<file path="config.mk">
export PLATFORM = sky130hd
export DESIGN_NAME = reg_loader
export DESIGN_NICKNAME = d
export VERILOG_FILES = /design/src/rtl/reg_loader.sv
export SDC_FILE = /design/constraint.sdc
export NUM_CORES = 1
export LEC_CHECK = 0
export CORE_UTILIZATION = 32
export CTS_CLUSTER_SIZE = 16
export DETAILED_ROUTE_END_ITERATION = 10
export PLACE_DENSITY_LB_ADDON = 0.25
export REMOVE_ABC_BUFFERS = 1
export SLEW_MARGIN = 25
export SYNTH_ARGS = -nofsm -noshare
export SYNTH_HDL_FRONTEND = slang
export SYNTH_SLANG_ARGS = --single-unit
</file>
<file path="constraint.sdc">
create_clock -name CLK -period 1.5 [get_ports CLK]
set_input_delay 0.3 -clock CLK [delete_from_list [all_inputs] [get_ports CLK]]
set_output_delay 0.3 -clock CLK [all_outputs]
set_load 0.01 [all_outputs]
</file>
<file path="src/rtl/reg_loader.sv">
// reg_loader
//   Moves a block of W-bit words from an upstream valid/ready stream into
//   consecutive register-file entries. Processor write-back traffic shares
//   the same register-file write port. When idle, processor writes pass
//   straight through to the port. While a block load is in progress,
//   processor writes are stalled.
//
// Parameters
//   W : data / register width
//   D : register pointer width (2**D registers, register 0 is never written)
//
// Ports
//   CLK, reset                   rising-edge clock, synchronous active-high reset
//   start, base_addr, count      block-load request; base/count sampled with start
//   in_valid, in_data, in_ready  upstream word stream
//   cpu_write_en/waddr/data      processor write-back request
//   cpu_stall                    processor write-back blocked this cycle
//   rf_write_en/waddr/data       register-file write port
//   busy                         load in progress (LOAD or DONE)
//   done                         one-cycle pulse when a load completes
module reg_loader #(
    parameter int W = 8,
    parameter int D = 4
) (
    input  logic         CLK,
    input  logic         reset,
    input  logic         start,
    input  logic [D-1:0] base_addr,
    input  logic [D-1:0] count,
    input  logic         in_valid,
    input  logic [W-1:0] in_data,
    output logic         in_ready,
    input  logic         cpu_write_en,
    input  logic [D-1:0] cpu_waddr,
    input  logic [W-1:0] cpu_data,
    output logic         cpu_stall,
    output logic         rf_write_en,
    output logic [D-1:0] rf_waddr,
    output logic [W-1:0] rf_data,
    output logic         busy,
    output logic         done
);

    typedef enum logic [1:0] {
        IDLE = 2'd0,
        LOAD = 2'd1,
        DONE = 2'd2
    } state_t;

    state_t       state;
    logic [D-1:0] cur_addr;
    logic [D-1:0] remaining;
    logic         beat;

    // Address after a, wrapping from the top register to 1 so that
    // register 0 is never a load target.
    function automatic logic [D-1:0] next_addr(input logic [D-1:0] a);
        logic [D-1:0] n;
        if (a == {D{1'b1}}) n = D'(1);
        else                n = a + D'(1);
        return n;
    endfunction

    // A base of 0 is promoted to 1 for the same reason.
    function automatic logic [D-1:0] first_addr(input logic [D-1:0] a);
        logic [D-1:0] f;
        if (a == '0) f = D'(1);
        else         f = a;
        return f;
    endfunction

    assign beat = (state == LOAD) && in_valid;

    always_ff @(posedge CLK) begin
        if (reset) begin
            state     <= IDLE;
            cur_addr  <= '0;
            remaining <= '0;
        end else begin
            case (state)
                IDLE: begin
                    if (start) begin
                        cur_addr  <= first_addr(base_addr);
                        remaining <= count;
                        state     <= (count != '0) ? LOAD : DONE;
                    end
                end
                LOAD: begin
                    if (beat) begin
                        cur_addr  <= next_addr(cur_addr);
                        remaining <= remaining - D'(1);
                        if (remaining == D'(1)) state <= DONE;
                    end
                end
                DONE: begin
                    state <= IDLE;
                end
                default: begin
                    state <= IDLE;
                end
            endcase
        end
    end

    // Status outputs decode directly from the state register.
    assign in_ready  = (state == LOAD);
    assign busy      = (state != IDLE);
    assign done      = (state == DONE);
    assign cpu_stall = busy && cpu_write_en;

    // The register-file port is owned by the processor in IDLE and by the
    // loader otherwise. In DONE, nothing is written.
    always_comb begin
        rf_write_en = 1'b0;
        rf_waddr    = cur_addr;
        rf_data     = in_data;
        case (state)
            IDLE: begin
                rf_write_en = cpu_write_en && (cpu_waddr != '0);
                rf_waddr    = cpu_waddr;
                rf_data     = cpu_data;
            end
            LOAD: begin
                rf_write_en = beat;
                rf_waddr    = cur_addr;
                rf_data     = in_data;
            end
            default: begin
                rf_write_en = 1'b0;
            end
        endcase
    end

endmodule

</file>
==> key figures, run 1 <==
Status
  – Outcome: finished, violations left
  – Violated checks: negative setup slack

Critical path
  – Crit Reg-Reg Startpoint: state[1]$_SDFFE_PP0P_
  – Worst EP required: 1.20 ns
  – R2R Path End: remaining[0]$_SDFFE_PP0P_
  – CP max stage delay: 0.36 ns
  – Worst Setup End Kind: output pin
  – Critical Path Fanout Max: 7
  – CP Cell Sequence: nor2_4 -> clkbuf_16 -> mux2_4 -> buf_6
  – R2R Setup Slk: 0.09 ns
  – Critical Path Start: state[0]$_SDFFE_PP0P_
  – R2R depth: 6
  – Crit path max-delay family: flip-flops
  – Worst setup SP type: flop
  – WP buf/inv: 2
  – Worst EP arrival: 1.38 ns
  – Slowest cell on the critical path: dfxtp_4
  – CP Class: flop to output pin

Power and ir drop
  – LEAKAGE: ~0.00071 uW
  – Gate power share: 53.2%
  – Internal power: 849 uW
  – Share of total power in sequential cells: 26.6%
  – Net Sw Power: 399 uW
  – Pwr Density: 813 nW/um2
  – VDD IR max: 0.000558 V
  – Clock group share of total power: about a fifth
  – Sw frac: 32.0%

Timing
  – Sum Neg Setup Slack: -2.04 ns
  – Worst slew pin tran: 0.389 ns
  – Final worst path period need: 1.68 ns
  – Fin worst setup slack: -0.178 ns
  – Setup violations, final: 14
  – Max-Slew Margin vs Limit: 74.0%
  – Final Hold Fails: 0
  – Fin crit share: 112%
  – RSZ-0062 raised after global routing: true
  – Max Clk Rate: 596 MHz
  – Hold Slack: 0.440 ns
  – Max-slew violation count: 0
  – Worst Skew: approximately 0.0069 ns

Global routing
  – First-pass GRT wire length: 4050 um
  – Vias in the first global route: 919
  – GRT Residual Overflow: 0
  – Largest net degree at the start of global routing: 13
  – Gr usage total: 20.1%
  – Initial antenna violation count: 0

Final layout
  – Share of layout cells above drive strength 1: approximately two fifths
  – Most frequent cells in the layout: 25 x clkdlybuf4s50_1, 13 x buf_4, 12 x mux2_4, 12 x buf_6
  – Antenna fix cells: 0
  – Commonest non-fill, non-tap cell in the layout: clkdlybuf4s50_1
  – Fin nets: 196
  – Final Cell Area: ~1500 um2
  – Final Util: 67.5%
  – Filler cells: 188
  – Layout area overhead: 93.8%

Drt
  – Starting DRC count in detailed routing: 19
  – DR WL met3: 276 um
  – DR top layer: met4
  – Remaining routing DRC violations: 0
  – Detail Route Antenna Nets: 0
  – First-pass DRT Iterations: 4
  – Routed length per placed instance: 13.8 um
  – Total vias in the final route: 1010
  – WL final: 2580 um
  – DRT met1 WL: around 1000 um
  – Vias/cell: approximately 5.4
  – Routed length on met2: 1260 um

Logic synthesis
  – Synth cell types: 34
  – Syn avg cell area: 8.43 um2
  – Sequential area share after synthesis: between 20% and 30%
  – Post-synthesis cell area: 792 um2
  – Post-synthesis instance total: 94
  – FF+latch count, synth: 10
  – Synthesis warning total: 0

Die
  – Initial core utilization: 34.8%
  – Die H: 51.8 um
  – I/O pin total: 50
  – Core Rows: 17
  – Die area: between 2000 and 3000 um2
  – CORE AREA: approximately 2300 um2
  – Die W: 51.8 um

CTS
  – Clock sinks: 10
  – Num CTS Buffers: 3
  – Root buffer cell: clkbuf_4
  – Hold buffers post-CTS: 0
  – CTS max path bufs: 2
  – CTS tree: done
  – Clk slew on worst S/H paths: 0.07 ns
  – Htree depth: 1
  – Worst skew pair latency: 0.27 ns

Hold path
  – Worst hold-check path type: primary input to flop
  – Hold_sp: count[3]
  – WHS Endpoint: remaining[3]$_SDFFE_PP0P_
  – Min-Delay Path Depth: 3

Placement
  – Post-DP Area: 1390 um2
  – RD Place Congestion: between 0.8 and 0.9
  – Hpwl dp: ~1900 um
  – Port bufs: 49
  – Worst slack at placement: -0.677 ns

Flow run
  – Max-cap violations: 0
[routing by layer]
metal,vias to the layer above,track usage [%]
met5,-,0
met4,0,8.11
met3,4,5.26
met2,58,37.0
met1,472,21.5
li1,476,-
[sequential cells by signal (all words and copies together) (netlist names)]
name       count
remaining      4
cur_addr       4
state          2
[cell usage after synthesis]
cell type,n,area share [%]
mux2_2,12,17
dfxtp_1,10,25
nor2_1,10,4.7
a21oi_1,9,5.7
nand2_1,6,2.8
inv_1,5,2.4
ha_1,3,4.7
nand2b_1,3,2.4
nand3_1,3,1.9
nor3_1,3,1.9
a311oi_1,2,2.2
a31oi_1,2,1.6
nor3b_1,2,1.9
o21ai_0,2,1.3
o32ai_1,2,2.2
or4_1,2,1.9
a211oi_1,1,0.95
a21o_2,1,1.1
a21oi_4,1,2.1
and2_1,1,0.79
and2b_1,1,0.95
buf_4,1,0.95
clkbuf_1,1,0.47
clkbuf_8,1,1.7
nand2b_4,1,1.7
nand3b_1,1,0.95
nor2b_1,1,0.79
nor4_2,1,1.6
o211ai_1,1,0.95
o21a_1,1,0.95
o311ai_1,1,1.1
or2b_1,1,0.95
or3_2,1,0.95
xnor2_1,1,1.1
[how the worst max path moves through the flow]
stage             endpoint  slack (ns)  cells after the start
3_5_place_dp   rf_write_en       -0.68                      5
5_1_grt        rf_waddr[2]       -0.22                      4
2_1_floorplan   rf_data[0]       -0.25                      2
3_3_place_gp   rf_write_en       -0.67                      5
4_1_cts        rf_waddr[0]       -0.21                      4
6_report        rf_data[0]       -0.18                      4
[worst reg2reg max path: stages (launching register included)]
cell      delay, ns
dfxtp_2        0.35
buf_4          0.17
nand2b_4       0.14
buf_4          0.17
or2b_1         0.26
a21oi_2        0.15
a211oi_2       0.06
[power by group through the flow]
stage          Clock (uW)  Combinational (uW)  Sequential (uW)
2_1_floorplan           0                 263              333
3_3_place_gp            0                 565              330
3_5_place_dp            0                 577              333
4_1_cts               257                 662              332
5_1_grt               264                 716              338
6_report              252                 664              332
[what timing repair did]
item                                    in CTS  in global routing
pin swaps                                    4                  7
cloned                                       1                  0
endpoints found under the setup margin      18                 24
gates resized for setup                    108                 11
buffers inserted                             2                  3
[cells by family after synthesis]
family	share of synthesized area [%]
and+or+nand+nor	26.2
adders and majority gates	4.74
xor gates and xnor gates	1.11
muxes	17.1
DFF	25.3
AOI/OAI and AO/OA	20.1
buffers and inverters	5.53
[per-stage QoR]
stage / cells / power, uW
after detailed placement: 179 / 909
after CTS: 186 / 1250
after global placement: 179 / 896
final: 187 / 1250
after global routing: 187 / 1320
after floorplan: 91 / 597
[layout make-up]
cell class | instances | area (um2) | area share (%)
tap | 28 | 35.0 | 2.28
inverter | 5 | 18.8 | 1.22
multi-input combinational | 76 | 621 | 40.4
timing repair buffer | 64 | 619 | 40.3
clock buffer | 4 | 36.3 | 2.36
sequential | 10 | 205 | 13.4
(Power assumes the default switching activity.)
==> inputs of run 2 (changes only) <==
--- a/config.mk
+++ b/config.mk
@@ -8,8 +8,9 @@
 export CORE_UTILIZATION = 32
 export CTS_CLUSTER_SIZE = 16
 export DETAILED_ROUTE_END_ITERATION = 10
+export GPL_ROUTABILITY_DRIVEN = 0
 export PLACE_DENSITY_LB_ADDON = 0.25
-export REMOVE_ABC_BUFFERS = 1
+export SETUP_SLACK_MARGIN = 0.4
 export SLEW_MARGIN = 25
 export SYNTH_ARGS = -nofsm -noshare
 export SYNTH_HDL_FRONTEND = slang
==> key figures, run 2 (synthesis gave the netlist of run 1 again) <==
Die
  – CORE AREA: 2280 um2 (unchanged)
  – Die H: 51.8 um (unchanged)
  – Core Rows: 17 (unchanged)
  – Die W: 51.8 um (unchanged)
  – I/O pin total: 50 (unchanged)
  – Die area: 2680 um2 (unchanged)
  – Initial core utilization: 34.8% (unchanged)

Critical path
  – R2R depth: 8 (+2)
  – Critical Path Start: state[0]$_SDFFE_PP0P_
  – R2R Path End: cur_addr[0]$_SDFFE_PP0P_
  – Worst EP required: 1.20 ns (about the same)
  – Worst Setup End Kind: output pin
  – Worst setup SP type: flop
  – R2R Setup Slk: -0.10 ns (-0.19 ns)
  – CP Class: flop to output pin
  – Crit Reg-Reg Startpoint: state[0]$_SDFFE_PP0P_
  – Worst EP arrival: 1.41 ns (+0.03 ns)
  – Critical Path Fanout Max: 5 (-2)

Drt
  – Vias/cell: 5.27 (-2.4%)
  – Detail Route Antenna Nets: 0 (unchanged)
  – Routed length per placed instance: 15.9 um (+15%)
  – Total vias in the final route: 1054 (+4.4%)
  – WL final: 3180 um (+23%)
  – Starting DRC count in detailed routing: 7 (-12)
  – Remaining routing DRC violations: 0 (unchanged)
  – First-pass DRT Iterations: 4 (unchanged)

CTS
  – Clk slew on worst S/H paths: 0.07 ns (about the same)
  – Htree depth: 1 (unchanged)
  – Num CTS Buffers: 3 (unchanged)
  – Root buffer cell: clkbuf_4
  – Hold buffers post-CTS: 0 (unchanged)
  – CTS tree: done
  – Worst skew pair latency: 0.26 ns (about the same)
  – CTS max path bufs: 2 (unchanged)
  – Clock sinks: 10 (unchanged)

Timing
  – Max-slew violation count: 0 (unchanged)
  – Sum Neg Setup Slack: -3.12 ns (-1.08 ns)
  – Fin crit share: 114% (+2.0 points)
  – Final Hold Fails: 0 (unchanged)
  – RSZ-0062 raised after global routing: true
  – Fin worst setup slack: -0.208 ns (-0.0305 ns)
  – Setup violations, final: 25 (+11)
  – Max Clk Rate: 585 MHz (-1.8%)
  – Worst slew pin tran: 0.259 ns (-0.130 ns)
  – Hold Slack: 0.482 ns (+0.0429 ns)
  – Worst Skew: 0.00891 ns (+0.00199 ns)
  – Final worst path period need: 1.71 ns (+0.0305 ns)
  – Max-Slew Margin vs Limit: 82.7% (+8.7 points)

Placement
  – Port bufs: 49 (unchanged)
  – Cells after DPL: 179 (unchanged)
  – Hpwl dp: 1980 um (+5.3%)
  – Worst slack at placement: -0.678 ns (-0.000805 ns)

Power and ir drop
  – Gate power share: 62.1% (+8.9 points)
  – Pwr Density: 776 nW/um2 (-4.5%)
  – LEAKAGE: 0.000792 uW (+12%)
  – Internal power: 933 uW (+9.9%)
  – Clock group share of total power: 14.0% (-6.2 points)
  – Post-layout power: 1400 uW (+12%)
  – Net Sw Power: 469 uW (+17%)
  – VDD IR max: 0.000618 V (+11%)
  – Share of total power in sequential cells: 23.9% (-2.7 points)
  – Sw frac: 33.5% (+1.5 points)

Global routing
  – Busiest grt layer: met2
  – Largest net degree at the start of global routing: 9 (-4)
  – Gr usage total: 23.2% (+3.1 points)
  – Met3 GRT Util: 5.85% (+0.58 points)
  – Vias in the first global route: 1071 (+17%)
  – Grt met2 use: 48.9% (+12 points)
  – Met1 Resource Use GR: 21.0% (-0.52 points)
  – GRT Residual Overflow: 0 (unchanged)
  – Initial antenna violation count: 0 (unchanged)
  – First-pass GRT wire length: 4620 um (+14%)

Hold path
  – Worst hold-check path type: flop to flop
  – Min-Delay Path Depth: 2 (-1)
  – WHS Endpoint: remaining[1]$_SDFFE_PP0P_
  – Hold_sp: remaining[1]$_SDFFE_PP0P_

Status
  – Violated checks: negative setup slack
  – Outcome: finished, violations left

Final layout
  – Commonest non-fill, non-tap cell in the layout: buf_6
  – Layout area overhead: 128%
  – Filler cells: 146 (-22%)
  – Registers with the most flip-flops: cur_addr: 4 flops, remaining: 4 flops, state: 2 flops
  – Fin nets: 209 (+6.6%)
  – Share of layout cells above drive strength 1: 51.7% (+12 points)
  – Final Instance Count excl. Fillers: 200 (+7.0%)
  – Most frequent cells in the layout: 25 x buf_6, 24 x clkdlybuf4s50_1, 13 x buf_4
  – Antenna fix cells: 0 (unchanged)

Flow run
  – Max-cap violations: 0 (unchanged)

Logic synthesis
  – Post-Syn Nets: 130
## run 2: metrics by stage
stage / area, um2 / util, %
2_1_floorplan: 862 / -
3_3_place_gp: 1450 / 63.9
3_5_place_dp: 1450 / 63.9
4_1_cts: 1760 / 77.3
5_1_grt: 1810 / 79.3
6_report: 1810 / 79.3
## run 2: power groups by stage
stage	combinational, uW	sequential (uW)	clock, uW
2_1_floorplan	319	340	0
3_3_place_gp	600	334	0
3_5_place_dp	615	337	0
4_1_cts	826	334	196
5_1_grt	925	338	205
6_report	871	335	196
## run 2: worst max-delay path by stage
stage	endpoint	slack, ns
final	rf_write_en	-0.21
after CTS	rf_waddr[1]	-0.17
after floorplan	rf_data[3]	0.18
after detailed placement	rf_write_en	-0.68
after global routing	rf_write_en	-0.25
after global placement	rf_write_en	-0.67
## run 2: cell type report
cell class | count | area, um2 | area share [%]
multi-input combinational | 76 | 718 | 39.8
sequential | 10 | 205 | 11.4
inverter | 5 | 21.3 | 1.18
clock buffer | 4 | 26.3 | 1.46
tap | 28 | 35.0 | 1.94
timing repair buffer | 77 | 800 | 44.3
## run 2: per-layer routing
metal / vias up / wire [um]
li1: 503 / -
met1: 502 / 1180
met2: 45 / 1730
met3: 4 / 245
met4: 0 / 29
met5: - / 0
## run 2: what timing repair did
item / CTS / global route
setup buffers: 13 / 2
gates cloned: 2 / 0
endpoints found under the setup margin: 27 / 27
resized for setup: 127 / 12
pin swaps: 24 / 9
## run 2: critical path, cell delays in order, from the launching register on
cell and delay [ns]:
dfxtp_2 0.34, buf_4 0.13, buf_6 0.10, buf_6 0.11, nand3b_1 0.18, a21oi_2 0.15, buf_2 0.14
